[src/rtl/rx_core_pkg.sv]
// Shared definitions for the rx_core tuning sequencer.
//   - table write field codes
//   - sequencer state encoding
//   - tune_entry_t: one hop-table entry (5 + 6x16 = 101 bits)
package rx_core_pkg;

    localparam logic [2:0] FLD_OSEL = 3'd0;
    localparam logic [2:0] FLD_DDC1 = 3'd1;
    localparam logic [2:0] FLD_DDC2 = 3'd2;
    localparam logic [2:0] FLD_DDC3 = 3'd3;
    localparam logic [2:0] FLD_DUC1 = 3'd4;
    localparam logic [2:0] FLD_DUC2 = 3'd5;
    localparam logic [2:0] FLD_DUC3 = 3'd6;
    localparam logic [2:0] FLD_NONE = 3'd7;

    typedef enum logic [1:0] {
        StIdle  = 2'd0,
        StLoad  = 2'd1,
        StDwell = 2'd2
    } tune_state_e;

    typedef struct packed {
        logic [4:0]  osel;
        logic [15:0] ddc1;
        logic [15:0] ddc2;
        logic [15:0] ddc3;
        logic [15:0] duc1;
        logic [15:0] duc2;
        logic [15:0] duc3;
    } tune_entry_t;

endpackage

[src/rtl/rx_core_tune_sequencer_if.sv]
// Bus between the PS-side register bank (master) and the tuning sequencer (slave).
//   cfg_wr_*            : table write port, one write per cycle
//   start/stop/loop_en  : run control pulses and loop enable
//   last_index/dwell    : run parameters, sampled on start
//   output_select, ddc*/duc*_phase_inc, hop_strobe, entry_index, busy : to rx_core
interface rx_core_tune_sequencer_if #(
    parameter int unsigned DEPTH   = 8,
    parameter int unsigned ADDR_W  = $clog2(DEPTH),
    parameter int unsigned DWELL_W = 24
);
    logic               cfg_wr_en;
    logic [ADDR_W-1:0]  cfg_wr_addr;
    logic [2:0]         cfg_wr_field;
    logic [15:0]        cfg_wr_data;
    logic               start;
    logic               stop;
    logic               loop_en;
    logic [ADDR_W-1:0]  last_index;
    logic [DWELL_W-1:0] dwell_cycles;

    logic [4:0]         output_select;
    logic [15:0]        ddc1_phase_inc;
    logic [15:0]        ddc2_phase_inc;
    logic [15:0]        ddc3_phase_inc;
    logic [15:0]        duc1_phase_inc;
    logic [15:0]        duc2_phase_inc;
    logic [15:0]        duc3_phase_inc;
    logic               hop_strobe;
    logic [ADDR_W-1:0]  entry_index;
    logic               busy;

    modport master (
        output cfg_wr_en, cfg_wr_addr, cfg_wr_field, cfg_wr_data,
        output start, stop, loop_en, last_index, dwell_cycles,
        input  output_select, ddc1_phase_inc, ddc2_phase_inc, ddc3_phase_inc,
        input  duc1_phase_inc, duc2_phase_inc, duc3_phase_inc,
        input  hop_strobe, entry_index, busy
    );

    modport slave (
        input  cfg_wr_en, cfg_wr_addr, cfg_wr_field, cfg_wr_data,
        input  start, stop, loop_en, last_index, dwell_cycles,
        output output_select, ddc1_phase_inc, ddc2_phase_inc, ddc3_phase_inc,
        output duc1_phase_inc, duc2_phase_inc, duc3_phase_inc,
        output hop_strobe, entry_index, busy
    );

endinterface

[src/rtl/rx_core_tune_sequencer_tune_table.sv]
// tune_table: DEPTH x 101-bit hop table with per-field writes and a registered
// read port. The read register is the block's tuning output register, so an
// entry is applied to all seven outputs on a single edge.
//   clk_i, rst_ni          : clock, async active-low reset (clears table and read reg)
//   wr_en_i/addr/field/data: field write; field 7 and out-of-range addresses dropped
//   rd_en_i, rd_idx_i      : load entry rd_idx_i into rd_data_o on the next edge
//   rd_data_o              : currently applied entry
module tune_table
    import rx_core_pkg::*;
#(
    parameter int unsigned DEPTH  = 8,
    parameter int unsigned ADDR_W = $clog2(DEPTH)
) (
    input  logic              clk_i,
    input  logic              rst_ni,
    input  logic              wr_en_i,
    input  logic [ADDR_W-1:0] wr_addr_i,
    input  logic [2:0]        wr_field_i,
    input  logic [15:0]       wr_data_i,
    input  logic              rd_en_i,
    input  logic [ADDR_W-1:0] rd_idx_i,
    output tune_entry_t       rd_data_o
);

    tune_entry_t table_q [DEPTH];
    tune_entry_t table_d [DEPTH];
    tune_entry_t rd_q;

    always_comb begin
        table_d = table_q;
        if (wr_en_i && (int'(wr_addr_i) < DEPTH)) begin
            unique case (wr_field_i)
                FLD_OSEL: table_d[wr_addr_i].osel = wr_data_i[4:0];
                FLD_DDC1: table_d[wr_addr_i].ddc1 = wr_data_i;
                FLD_DDC2: table_d[wr_addr_i].ddc2 = wr_data_i;
                FLD_DDC3: table_d[wr_addr_i].ddc3 = wr_data_i;
                FLD_DUC1: table_d[wr_addr_i].duc1 = wr_data_i;
                FLD_DUC2: table_d[wr_addr_i].duc2 = wr_data_i;
                FLD_DUC3: table_d[wr_addr_i].duc3 = wr_data_i;
                default:  ;
            endcase
        end
    end

    // Read uses table_q, so a write landing on the load edge is seen next visit.
    always_ff @(posedge clk_i or negedge rst_ni) begin
        if (!rst_ni) begin
            table_q <= '{default: '0};
            rd_q    <= '0;
        end else begin
            table_q <= table_d;
            if (rd_en_i) begin
                rd_q <= table_q[rd_idx_i];
            end
        end
    end

    assign rd_data_o = rd_q;

endmodule

[src/rtl/rx_core_tune_sequencer.sv]
// rx_core_tune_sequencer: hop-table controller driving the rx_core tuning inputs.
// On start it steps entries 0..last_index, applying each entry atomically
// (hop_strobe marks the first cycle) and holding it for max(dwell,1)+1 clocks
// per hop, optionally looping. stop aborts; outputs keep their last values.
//   clock, resetn : datapath clock, async active-low reset
//   bus           : rx_core_tune_sequencer_if.slave (config, control, tuning outputs)
module rx_core_tune_sequencer
    import rx_core_pkg::*;
#(
    parameter int unsigned DEPTH   = 8,
    parameter int unsigned ADDR_W  = $clog2(DEPTH),
    parameter int unsigned DWELL_W = 24
) (
    input logic                     clock,
    input logic                     resetn,
    rx_core_tune_sequencer_if.slave bus
);

    tune_state_e        state_q, state_d;
    logic [ADDR_W-1:0]  idx_q, idx_d;
    logic [ADDR_W-1:0]  last_q, last_d;
    logic [ADDR_W-1:0]  entry_index_q, entry_index_d;
    logic [DWELL_W-1:0] cnt_q, cnt_d;
    logic [DWELL_W-1:0] dwell_q, dwell_d;
    logic               loop_q, loop_d;
    logic               strobe_q, strobe_d;
    logic               load;
    tune_entry_t        applied;

    always_comb begin
        state_d       = state_q;
        idx_d         = idx_q;
        last_d        = last_q;
        entry_index_d = entry_index_q;
        cnt_d         = cnt_q;
        dwell_d       = dwell_q;
        loop_d        = loop_q;
        strobe_d      = 1'b0;
        load          = 1'b0;

        unique case (state_q)
            StIdle: begin
                if (bus.start) begin
                    dwell_d = bus.dwell_cycles;
                    loop_d  = bus.loop_en;
                    last_d  = (int'(bus.last_index) > DEPTH - 1) ? ADDR_W'(DEPTH - 1)
                                                                  : bus.last_index;
                    idx_d   = '0;
                    state_d = StLoad;
                end
            end
            StLoad: begin
                if (bus.stop) begin
                    state_d = StIdle;
                end else begin
                    load          = 1'b1;
                    strobe_d      = 1'b1;
                    entry_index_d = idx_q;
                    // dwell of 0 behaves like 1: one DWELL cycle per hop minimum
                    cnt_d   = (dwell_q == '0) ? '0 : dwell_q - DWELL_W'(1);
                    state_d = StDwell;
                end
            end
            StDwell: begin
                if (bus.stop) begin
                    state_d = StIdle;
                end else if (cnt_q == '0) begin
                    if (idx_q != last_q) begin
                        idx_d   = idx_q + ADDR_W'(1);
                        state_d = StLoad;
                    end else if (loop_q) begin
                        idx_d   = '0;
                        state_d = StLoad;
                    end else begin
                        state_d = StIdle;
                    end
                end else begin
                    cnt_d = cnt_q - DWELL_W'(1);
                end
            end
            default: state_d = StIdle;
        endcase
    end

    always_ff @(posedge clock or negedge resetn) begin
        if (!resetn) begin
            state_q       <= StIdle;
            idx_q         <= '0;
            last_q        <= '0;
            entry_index_q <= '0;
            cnt_q         <= '0;
            dwell_q       <= '0;
            loop_q        <= 1'b0;
            strobe_q      <= 1'b0;
        end else begin
            state_q       <= state_d;
            idx_q         <= idx_d;
            last_q        <= last_d;
            entry_index_q <= entry_index_d;
            cnt_q         <= cnt_d;
            dwell_q       <= dwell_d;
            loop_q        <= loop_d;
            strobe_q      <= strobe_d;
        end
    end

    tune_table #(
        .DEPTH  (DEPTH),
        .ADDR_W (ADDR_W)
    ) u_tune_table (
        .clk_i      (clock),
        .rst_ni     (resetn),
        .wr_en_i    (bus.cfg_wr_en),
        .wr_addr_i  (bus.cfg_wr_addr),
        .wr_field_i (bus.cfg_wr_field),
        .wr_data_i  (bus.cfg_wr_data),
        .rd_en_i    (load),
        .rd_idx_i   (idx_q),
        .rd_data_o  (applied)
    );

    assign bus.output_select  = applied.osel;
    assign bus.ddc1_phase_inc = applied.ddc1;
    assign bus.ddc2_phase_inc = applied.ddc2;
    assign bus.ddc3_phase_inc = applied.ddc3;
    assign bus.duc1_phase_inc = applied.duc1;
    assign bus.duc2_phase_inc = applied.duc2;
    assign bus.duc3_phase_inc = applied.duc3;
    assign bus.hop_strobe     = strobe_q;
    assign bus.entry_index    = entry_index_q;
    assign bus.busy           = (state_q != StIdle);

endmodule

[src/flat_wrapper.sv]
// flat-port wrapper written by rule: the top's interface ports become plain ports
module rx_core_tune_sequencer_flat import rx_core_pkg::*;
#(
    parameter int unsigned DEPTH   = 8,
    parameter int unsigned ADDR_W  = $clog2(DEPTH),
    parameter int unsigned DWELL_W = 24
)
  (clock, resetn, bus_cfg_wr_en, bus_cfg_wr_addr, bus_cfg_wr_field, bus_cfg_wr_data, bus_start, bus_stop, bus_loop_en, bus_last_index, bus_dwell_cycles, bus_output_select, bus_ddc1_phase_inc, bus_ddc2_phase_inc, bus_ddc3_phase_inc, bus_duc1_phase_inc, bus_duc2_phase_inc, bus_duc3_phase_inc, bus_hop_strobe, bus_entry_index, bus_busy);
  rx_core_tune_sequencer_if #(.DEPTH(DEPTH), .ADDR_W(ADDR_W), .DWELL_W(DWELL_W)) bus_i ();
  input logic clock;
  input logic resetn;
  input wire logic [$bits(bus_i.cfg_wr_en)-1:0] bus_cfg_wr_en;
  input wire logic [$bits(bus_i.cfg_wr_addr)-1:0] bus_cfg_wr_addr;
  input wire logic [$bits(bus_i.cfg_wr_field)-1:0] bus_cfg_wr_field;
  input wire logic [$bits(bus_i.cfg_wr_data)-1:0] bus_cfg_wr_data;
  input wire logic [$bits(bus_i.start)-1:0] bus_start;
  input wire logic [$bits(bus_i.stop)-1:0] bus_stop;
  input wire logic [$bits(bus_i.loop_en)-1:0] bus_loop_en;
  input wire logic [$bits(bus_i.last_index)-1:0] bus_last_index;
  input wire logic [$bits(bus_i.dwell_cycles)-1:0] bus_dwell_cycles;
  output wire logic [$bits(bus_i.output_select)-1:0] bus_output_select;
  output wire logic [$bits(bus_i.ddc1_phase_inc)-1:0] bus_ddc1_phase_inc;
  output wire logic [$bits(bus_i.ddc2_phase_inc)-1:0] bus_ddc2_phase_inc;
  output wire logic [$bits(bus_i.ddc3_phase_inc)-1:0] bus_ddc3_phase_inc;
  output wire logic [$bits(bus_i.duc1_phase_inc)-1:0] bus_duc1_phase_inc;
  output wire logic [$bits(bus_i.duc2_phase_inc)-1:0] bus_duc2_phase_inc;
  output wire logic [$bits(bus_i.duc3_phase_inc)-1:0] bus_duc3_phase_inc;
  output wire logic [$bits(bus_i.hop_strobe)-1:0] bus_hop_strobe;
  output wire logic [$bits(bus_i.entry_index)-1:0] bus_entry_index;
  output wire logic [$bits(bus_i.busy)-1:0] bus_busy;
  assign bus_i.cfg_wr_en = bus_cfg_wr_en;
  assign bus_i.cfg_wr_addr = bus_cfg_wr_addr;
  assign bus_i.cfg_wr_field = bus_cfg_wr_field;
  assign bus_i.cfg_wr_data = bus_cfg_wr_data;
  assign bus_i.start = bus_start;
  assign bus_i.stop = bus_stop;
  assign bus_i.loop_en = bus_loop_en;
  assign bus_i.last_index = bus_last_index;
  assign bus_i.dwell_cycles = bus_dwell_cycles;
  assign bus_output_select = bus_i.output_select;
  assign bus_ddc1_phase_inc = bus_i.ddc1_phase_inc;
  assign bus_ddc2_phase_inc = bus_i.ddc2_phase_inc;
  assign bus_ddc3_phase_inc = bus_i.ddc3_phase_inc;
  assign bus_duc1_phase_inc = bus_i.duc1_phase_inc;
  assign bus_duc2_phase_inc = bus_i.duc2_phase_inc;
  assign bus_duc3_phase_inc = bus_i.duc3_phase_inc;
  assign bus_hop_strobe = bus_i.hop_strobe;
  assign bus_entry_index = bus_i.entry_index;
  assign bus_busy = bus_i.busy;
  rx_core_tune_sequencer #(.DEPTH(DEPTH), .ADDR_W(ADDR_W), .DWELL_W(DWELL_W)) u_core (.clock(clock), .resetn(resetn), .bus(bus_i));
endmodule
[config.mk]
export PLATFORM = sky130hd
export DESIGN_NAME = rx_core_tune_sequencer_flat
export DESIGN_NICKNAME = d
export VERILOG_FILES = /design/src/rtl/rx_core_pkg.sv /design/src/rtl/rx_core_tune_sequencer_if.sv /design/src/rtl/rx_core_tune_sequencer_tune_table.sv /design/src/rtl/rx_core_tune_sequencer.sv /design/src/flat_wrapper.sv
export SDC_FILE = /design/constraint.sdc
export NUM_CORES = 2
export LEC_CHECK = 0
export BUFFER_PORTS_ARGS = -buffer_cell sky130_fd_sc_hd__clkbuf_2
export CAP_MARGIN = 20
export CORE_MARGIN = 2
export CORE_UTILIZATION = 40
export DETAILED_ROUTE_END_ITERATION = 7
export SETUP_SLACK_MARGIN = 0.05
export SYNTH_ARGS = -nofsm -noshare
export SYNTH_HDL_FRONTEND = slang
export SYNTH_SLANG_ARGS = --single-unit
[constraint.sdc]
create_clock -name clock -period 3.75 [get_ports clock]
set_clock_uncertainty 0.2 [all_clocks]
set_input_delay 0.75 -clock clock [delete_from_list [all_inputs] [get_ports clock]]
set_output_delay 0.75 -clock clock [all_outputs]
set_load 0.05 [all_outputs]
# After elaboration in Yosys (flattened, before gate mapping)

Cells that the tools add are included.

Bits in registers: 970
Bits in latches: 0
RAM bits: 0
Bits in read-only memories: 0
Input bits: 55
Output and inout bits: 106
Word-level logic and storage cells: 156
Memories kept: 0

Add/sub/neg operators: 3
Multiply operators: 0
Divide/modulo/power cells: 0
Magnitude comparators: 3
Equal/unequal tests: 16
Shift-type cells: 0
Muxes and demuxes: 45
Bitwise gates (word level): 3
Reductions and logical operators: 15

Operators by type and width:

| operator                                                               | count |
|---|---|
| 808-bit bitwise mux                                                    | 7 |
| 808-bit one-hot mux with 7 select lines                                | 1 |
| 101-bit demux with 3-bit select                                        | 7 |
| 101-bit binary-select mux with 3-bit select                            | 1 |
| 101-bit two-way mux                                                    | 3 |
| 24-bit two-way mux                                                     | 4 |
| 96-bit two-way mux                                                     | 1 |
| 80-bit two-way mux                                                     | 1 |
| 64-bit two-way mux                                                     | 1 |
| 24-bit zero test                                                       | 2 |
| 48-bit two-way mux                                                     | 1 |
| 24-bit one-hot mux with 2 select lines                                 | 1 |
| 24-bit by 1-bit subtractor with 24-bit output (second input constant)  | 2 |
| 32-bit two-way mux                                                     | 1 |
| 16-bit two-way mux                                                     | 1 |
| 3-bit two-way mux                                                      | 5 |
| 2-bit two-way mux                                                      | 5 |
| 3-bit equality test (second input constant)                            | 3 |
| 4-bit greater-or-equal comparator (second input constant)              | 2 |
| 2-bit != test (second input constant)                                  | 4 |
| 3-bit NOT with 4-bit output                                            | 2 |
| 2-bit AND reduction                                                    | 4 |
| 7-bit nonzero test                                                     | 1 |
| 3-bit by 2-bit equality test with 1-bit output (second input constant) | 2 |
| other kinds (19)                                                       | 23 |

# Longest topological paths before layout

Depth in word-level cells: 7
Depth in mapped cells: 9
Gate-level depth less buffers: 7

# Modules after synthesis

Synthesis repeated with hierarchy kept, for this count alone.

Cells, all modules: 3,360
Area, all modules: 44,675.3 µm²

By module, submodules not included:

| module                 | times used | cells each | area an instance (µm²) | sequential area each (µm²) |
|---|---|---|---|---|
| tune_table             | 1          | 2,989      | 40,885.5               | 22,746.8 |
| rx_core_tune_sequencer | 1          | 371        | 3,789.9                | 1,526.5 |

# Least setup slack after synthesis

Ideal clock, no wire load.

Path type: input port to flip-flop
Start point: input bus_cfg_wr_addr[0]
End point: register with a tool-made name
Setup time: 125 ps
Data arrival time: 2,199 ps
Data required time: 3,425 ps
Path slack: 1,226 ps
Cell stages on the path: 5
Buffers on the path: 2
Path through: buf_2 nand3_1 nor2_1 clkbuf_1 mux2_2

RTL lines:

| what            | line               | RTL |
|---|---|---|
| start, declared | flat_wrapper.sv:13 | `input wire logic [$bits(bus_i.cfg_wr_addr)-1:0] bus_cfg_wr_addr;` |

# Worst setup path after layout

Start point: register u_core.cnt_q[1]
End point: register u_core.cnt_q[22]

Word-level cells in the longest chain between the ends: 4
Elaborated cells between the ends (all ways): 7
Classes of those cells: 1 x add/sub; 1 x eq/ne; 3 x mux; 2 x reduce/logical

RTL lines:

| what                                          | line                          | RTL |
|---|---|---|
| start, declared                               | rx_core_tune_sequencer.sv:23  | `logic [DWELL_W-1:0] cnt_q, cnt_d;` |
| start signal, assigned                        | rx_core_tune_sequencer.sv:100 | `cnt_q <= cnt_d;` |
| 24-bit by 1-bit subtractor with 24-bit output | rx_core_tune_sequencer.sv:78  | `cnt_d = cnt_q - DWELL_W'(1);` |
| 24-bit two-way mux                            | rx_core_tune_sequencer.sv:67  | `end else if (cnt_q == '0) begin` |
| 24-bit two-way mux                            | rx_core_tune_sequencer.sv:65  | `if (bus.stop) begin` |
| 24-bit one-hot mux with 2 select lines        | rx_core_tune_sequencer.sv:41  | `unique case (state_q)` |

Parallel ways exist; a longest one is shown, timed or not. The select of a mux whose other input is x is not followed.
A chain may end at the register's enable or synchronous reset.

==> load_flow_metrics.sql <==
INSERT INTO impl_metrics (metric_group, metric, value, unit) VALUES
('status', 'run_status', 'completed', ''),
('cts', 'clock_tree.htree_level_count', '3', ''),
('cells_and_area', 'postLayoutCellArea', '0.0493', 'mm^2'),
('setup_path', 'critical_path.endpoint_type', 'flop', ''),
('sta', 'final_critical_period', '2.83', 'ns'),
('setup_path', 'slowest_cell_on_the_critical_path', 'sky130_fd_sc_hd__or4b_2', ''),
('route', 'routedWlPerCell', '23.4', 'um'),
('min_path', 'holdCritPathClass', 'input pin to flop', ''),
('sta', 'slew_headroom', '27.4', '%'),
('placed_design', 'numPortBuffers', '160', ''),
('power_and_ir_drop', 'worst_ir_drop_vdd', '424', 'uV'),
('grt', 'grt_first_pass_wirelength', '170000', 'um'),
('power_and_ir_drop', 'net-switching-power', '10.1', 'mW'),
('setup_path', 'timing.critical_path.from_type', 'flop', ''),
('power_and_ir_drop', 'cellPowerDensity', '642', 'mW/mm^2'),
('setup_path', 'timing.rr.start', 'u_core.cnt_q[1]', ''),
('synth', 'portion_of_the_post_synthesis_area_used_by_sequential_elements', '56.4', '%'),
('setup_path', 'crit_start', 'u_core.cnt_q[1]', ''),
('setup_path', 'arrival_time_worst_endpoint', '3.16', 'ns'),
('synth', 'synth_top_cells_by_area', 'sky130_fd_sc_hd__dfrtp_1 (56%), sky130_fd_sc_hd__mux2_2 (22%), sky130_fd_sc_hd__mux4_2 (11%)', ''),
('power_and_ir_drop', 'power.sequential.fraction', '43.5', '%'),
('power_and_ir_drop', 'switching_share', '32.0', '%'),
('sta', 'rsz0062_at_grt', 'false', ''),
('synth', 'syn_area', '0.0431', 'mm^2'),
('grt', 'grt_pass1_vias', '26664', ''),
('cells_and_area', 'nNetsFinal', '3195', ''),
('synth', 'synth-seq-cells', '970', ''),
('cells_and_area', 'area_delta_synth_final', '14.6', '%'),
('route', 'routed-via-count', '25566', ''),
('power_and_ir_drop', 'power_report.internal_total', '21.5', 'mW'),
('route', 'first_pass_iters', '5', ''),
('sta', 'setup_tns', '0', 'ns'),
('setup_path', 'required', '4.08', 'ns'),
('placed_design', 'post-dp-hpwl', '66700', 'um'),
('synth', 'synth_top_cell_by_area', 'sky130_fd_sc_hd__dfrtp_1', ''),
('sta', 'worstMarginPinSlew', '1.09', 'ns'),
('synth', 'ys_warn_count', '0', ''),
('cells_and_area', 'final_util', '46.2', '%'),
('sta', 'finalHoldViolCount', '0', ''),
('floorplanning', 'design.portCount', '161', ''),
('power_and_ir_drop', 'share_clk_of_total_power', '32.9', '%'),
('route', 'routed_wire_length', '108000', 'um'),
('route', 'drt_iter0_drc', '1907', ''),
('grt', 'gr-total-overflow', '0', ''),
('setup_path', 'rr_worst_depth', '7', ''),
('cells_and_area', 'post_route_cells_drive_above_1_share', '47.1', '%'),
('job', 'count_of_maximum_capacitance_violations', '0', ''),
('cells_and_area', 'ant_diodes', '0', ''),
('setup_path', 'worst-setup-path-type', 'flop to flop', ''),
('grt', 'maximum_number_of_pins_on_one_net_before_global_route_repair', '99', ''),
('route', 'detail_route.drc_violations', '0', ''),
('cts', 'clk-insertion-delay-late', '0.67', 'ns'),
('synth', 'synth_largest_type_area_fraction', '56.4', '%'),
('cts', 'cts_max_path_buffers', '3', ''),
('synth', 'syn_avg_cell_area', '14.4', 'um^2'),
('cts', 'total_clock_buffers_created_by_cts', '105', ''),
('floorplanning', 'die_h', '332', 'um'),
('synth', 'syn_inst', '3000', ''),
('floorplanning', 'dieArea', '0.110', 'mm^2'),
('placed_design', 'finalWeightedCongestion', '0.802', ''),
('setup_path', 'endpoint', 'u_core.cnt_q[22]', ''),
('cells_and_area', 'fillers', '9495', ''),
('route', 'post_drt_via_cell_ratio', '5.53', ''),
('power_and_ir_drop', 'power.combinational.fraction', '23.6', '%'),
('setup_path', 'timing.reg2reg.setup_slack', '0.92', 'ns'),
('synth', 'synth.top_cells.by_count', 'sky130_fd_sc_hd__dfrtp_1 (970), sky130_fd_sc_hd__mux2_2 (833), sky130_fd_sc_hd__nand2_1 (252)', ''),
('cells_and_area', 'area_of_combinational_cells_with_multiple_inputs', '0.0177', 'mm^2'),
('floorplanning', 'initial_utilization', '40.3', '%'),
('sta', 'min_period_over_period', '75.5', '%'),
('setup_path', 'timing.critical_path.cells', 'inv_1 > ha_1 > or4b_2 > nor4_2 > a31oi_1 > o21ai_0 > o211ai_1', ''),
('floorplanning', 'chipWidth', '332', 'um');
## cell type report
class | count | share of cell area (%)
timing repair buffer | 275 | 4.07
sequential | 970 | 49.2
tap | 1403 | 3.56
multi-input combinational | 1768 | 36.0
inverter | 15 | 0.139
clock buffer | 159 | 6.33
clock inverter | 29 | 0.718
## what timing repair did
action	CTS	global route
resized for setup	0	0
hold buffers	1	0
setup buffers	0	0
hold endpoints to repair	45	0
## power groups by stage
| stage | sequential [mW] | clock [mW] | combinational, mW |
|---|---|---|---|
| finish | 13.8 | 10.4 | 7.47 |
| global placement | 13.9 | 0 | 7.47 |
| global route | 14.1 | 11.1 | 8.04 |
| CTS | 13.8 | 10.7 | 7.58 |
| floorplan | 15.3 | 0 | 3.81 |
| detailed placement | 14.0 | 0 | 7.57 |
## critical path: cells and delay by family, from the launching register on
kind | cells | cell delay, ns
DFF | 1 | 0.38
buffers and inverters | 1 | 0.12
and+or+nand+nor | 2 | 1.26
adders and majority gates | 1 | 0.28
AOI/OAI and AO/OA | 3 | 0.46
## kinds of logic after synthesis
kind of cell               share of synthesized area (%)
buffers and inverters                               2.50
xor gates and xnor gates                           0.427
DFF                                                 56.4
adders and majority gates                          0.145
AOI/OAI and AO/OA                                   2.95
and+or+nand+nor                                     5.20
muxes                                               32.4
## cells in the final DEF (no fill, tap or decap), types with 8 or more instances in the layout
master,instances
sky130_fd_sc_hd__a21oi_1,16
sky130_fd_sc_hd__a31oi_1,105
sky130_fd_sc_hd__buf_12,25
sky130_fd_sc_hd__buf_4,88
sky130_fd_sc_hd__clkbuf_1,27
sky130_fd_sc_hd__clkbuf_16,107
sky130_fd_sc_hd__clkbuf_2,159
sky130_fd_sc_hd__clkbuf_8,25
sky130_fd_sc_hd__clkinv_2,16
sky130_fd_sc_hd__dfrtp_1,967
sky130_fd_sc_hd__inv_1,12
sky130_fd_sc_hd__mux2_2,833
sky130_fd_sc_hd__mux4_2,202
sky130_fd_sc_hd__nand2_1,252
sky130_fd_sc_hd__nand3_1,11
sky130_fd_sc_hd__nor2_1,138
sky130_fd_sc_hd__nor2_2,17
sky130_fd_sc_hd__nor3_1,22
sky130_fd_sc_hd__nor4_1,12
sky130_fd_sc_hd__o211ai_1,11
sky130_fd_sc_hd__o21ai_0,29
sky130_fd_sc_hd__or3_1,8
sky130_fd_sc_hd__xnor2_1,14
## metrics by stage
stage / setup WS (ns) / total power [mW] / cells
finish: 0.918 / 31.7 / 4619
global route: 0.748 / 33.2 / 4619
CTS: 0.945 / 32.1 / 4617
detailed placement: 0.747 / 21.5 / 4428
global placement: 0.806 / 21.4 / 4427
floorplan: 1.23 / 19.1 / 3000
## how the worst min path moves through the flow
stage                              start                    endpoint  slack [ns]  cells past startpoint
floorplan                         resetn  asynchronous set/reset pin        0.25                      0
global placement                    flop                        flop        0.28                      1
detailed placement                  flop                        flop        0.29                      1
CTS                  bus_dwell_cycles[1]           u_core.dwell_q[1]        0.07                      3
global route        bus_dwell_cycles[17]          u_core.dwell_q[17]        0.09                      2
finish               bus_dwell_cycles[1]           u_core.dwell_q[1]        0.11                      3
## metal layers
metal | track usage (%) | vias up | wire length (um)
met2 | 32.8 | 427 | 52400
li1 | - | 11206 | -
met5 | 0 | - | 0
met1 | 27.6 | 13780 | 49000
met4 | 5.15 | 0 | 2520
met3 | 3.08 | 153 | 4370
Power figures use the tool's default switching activity.
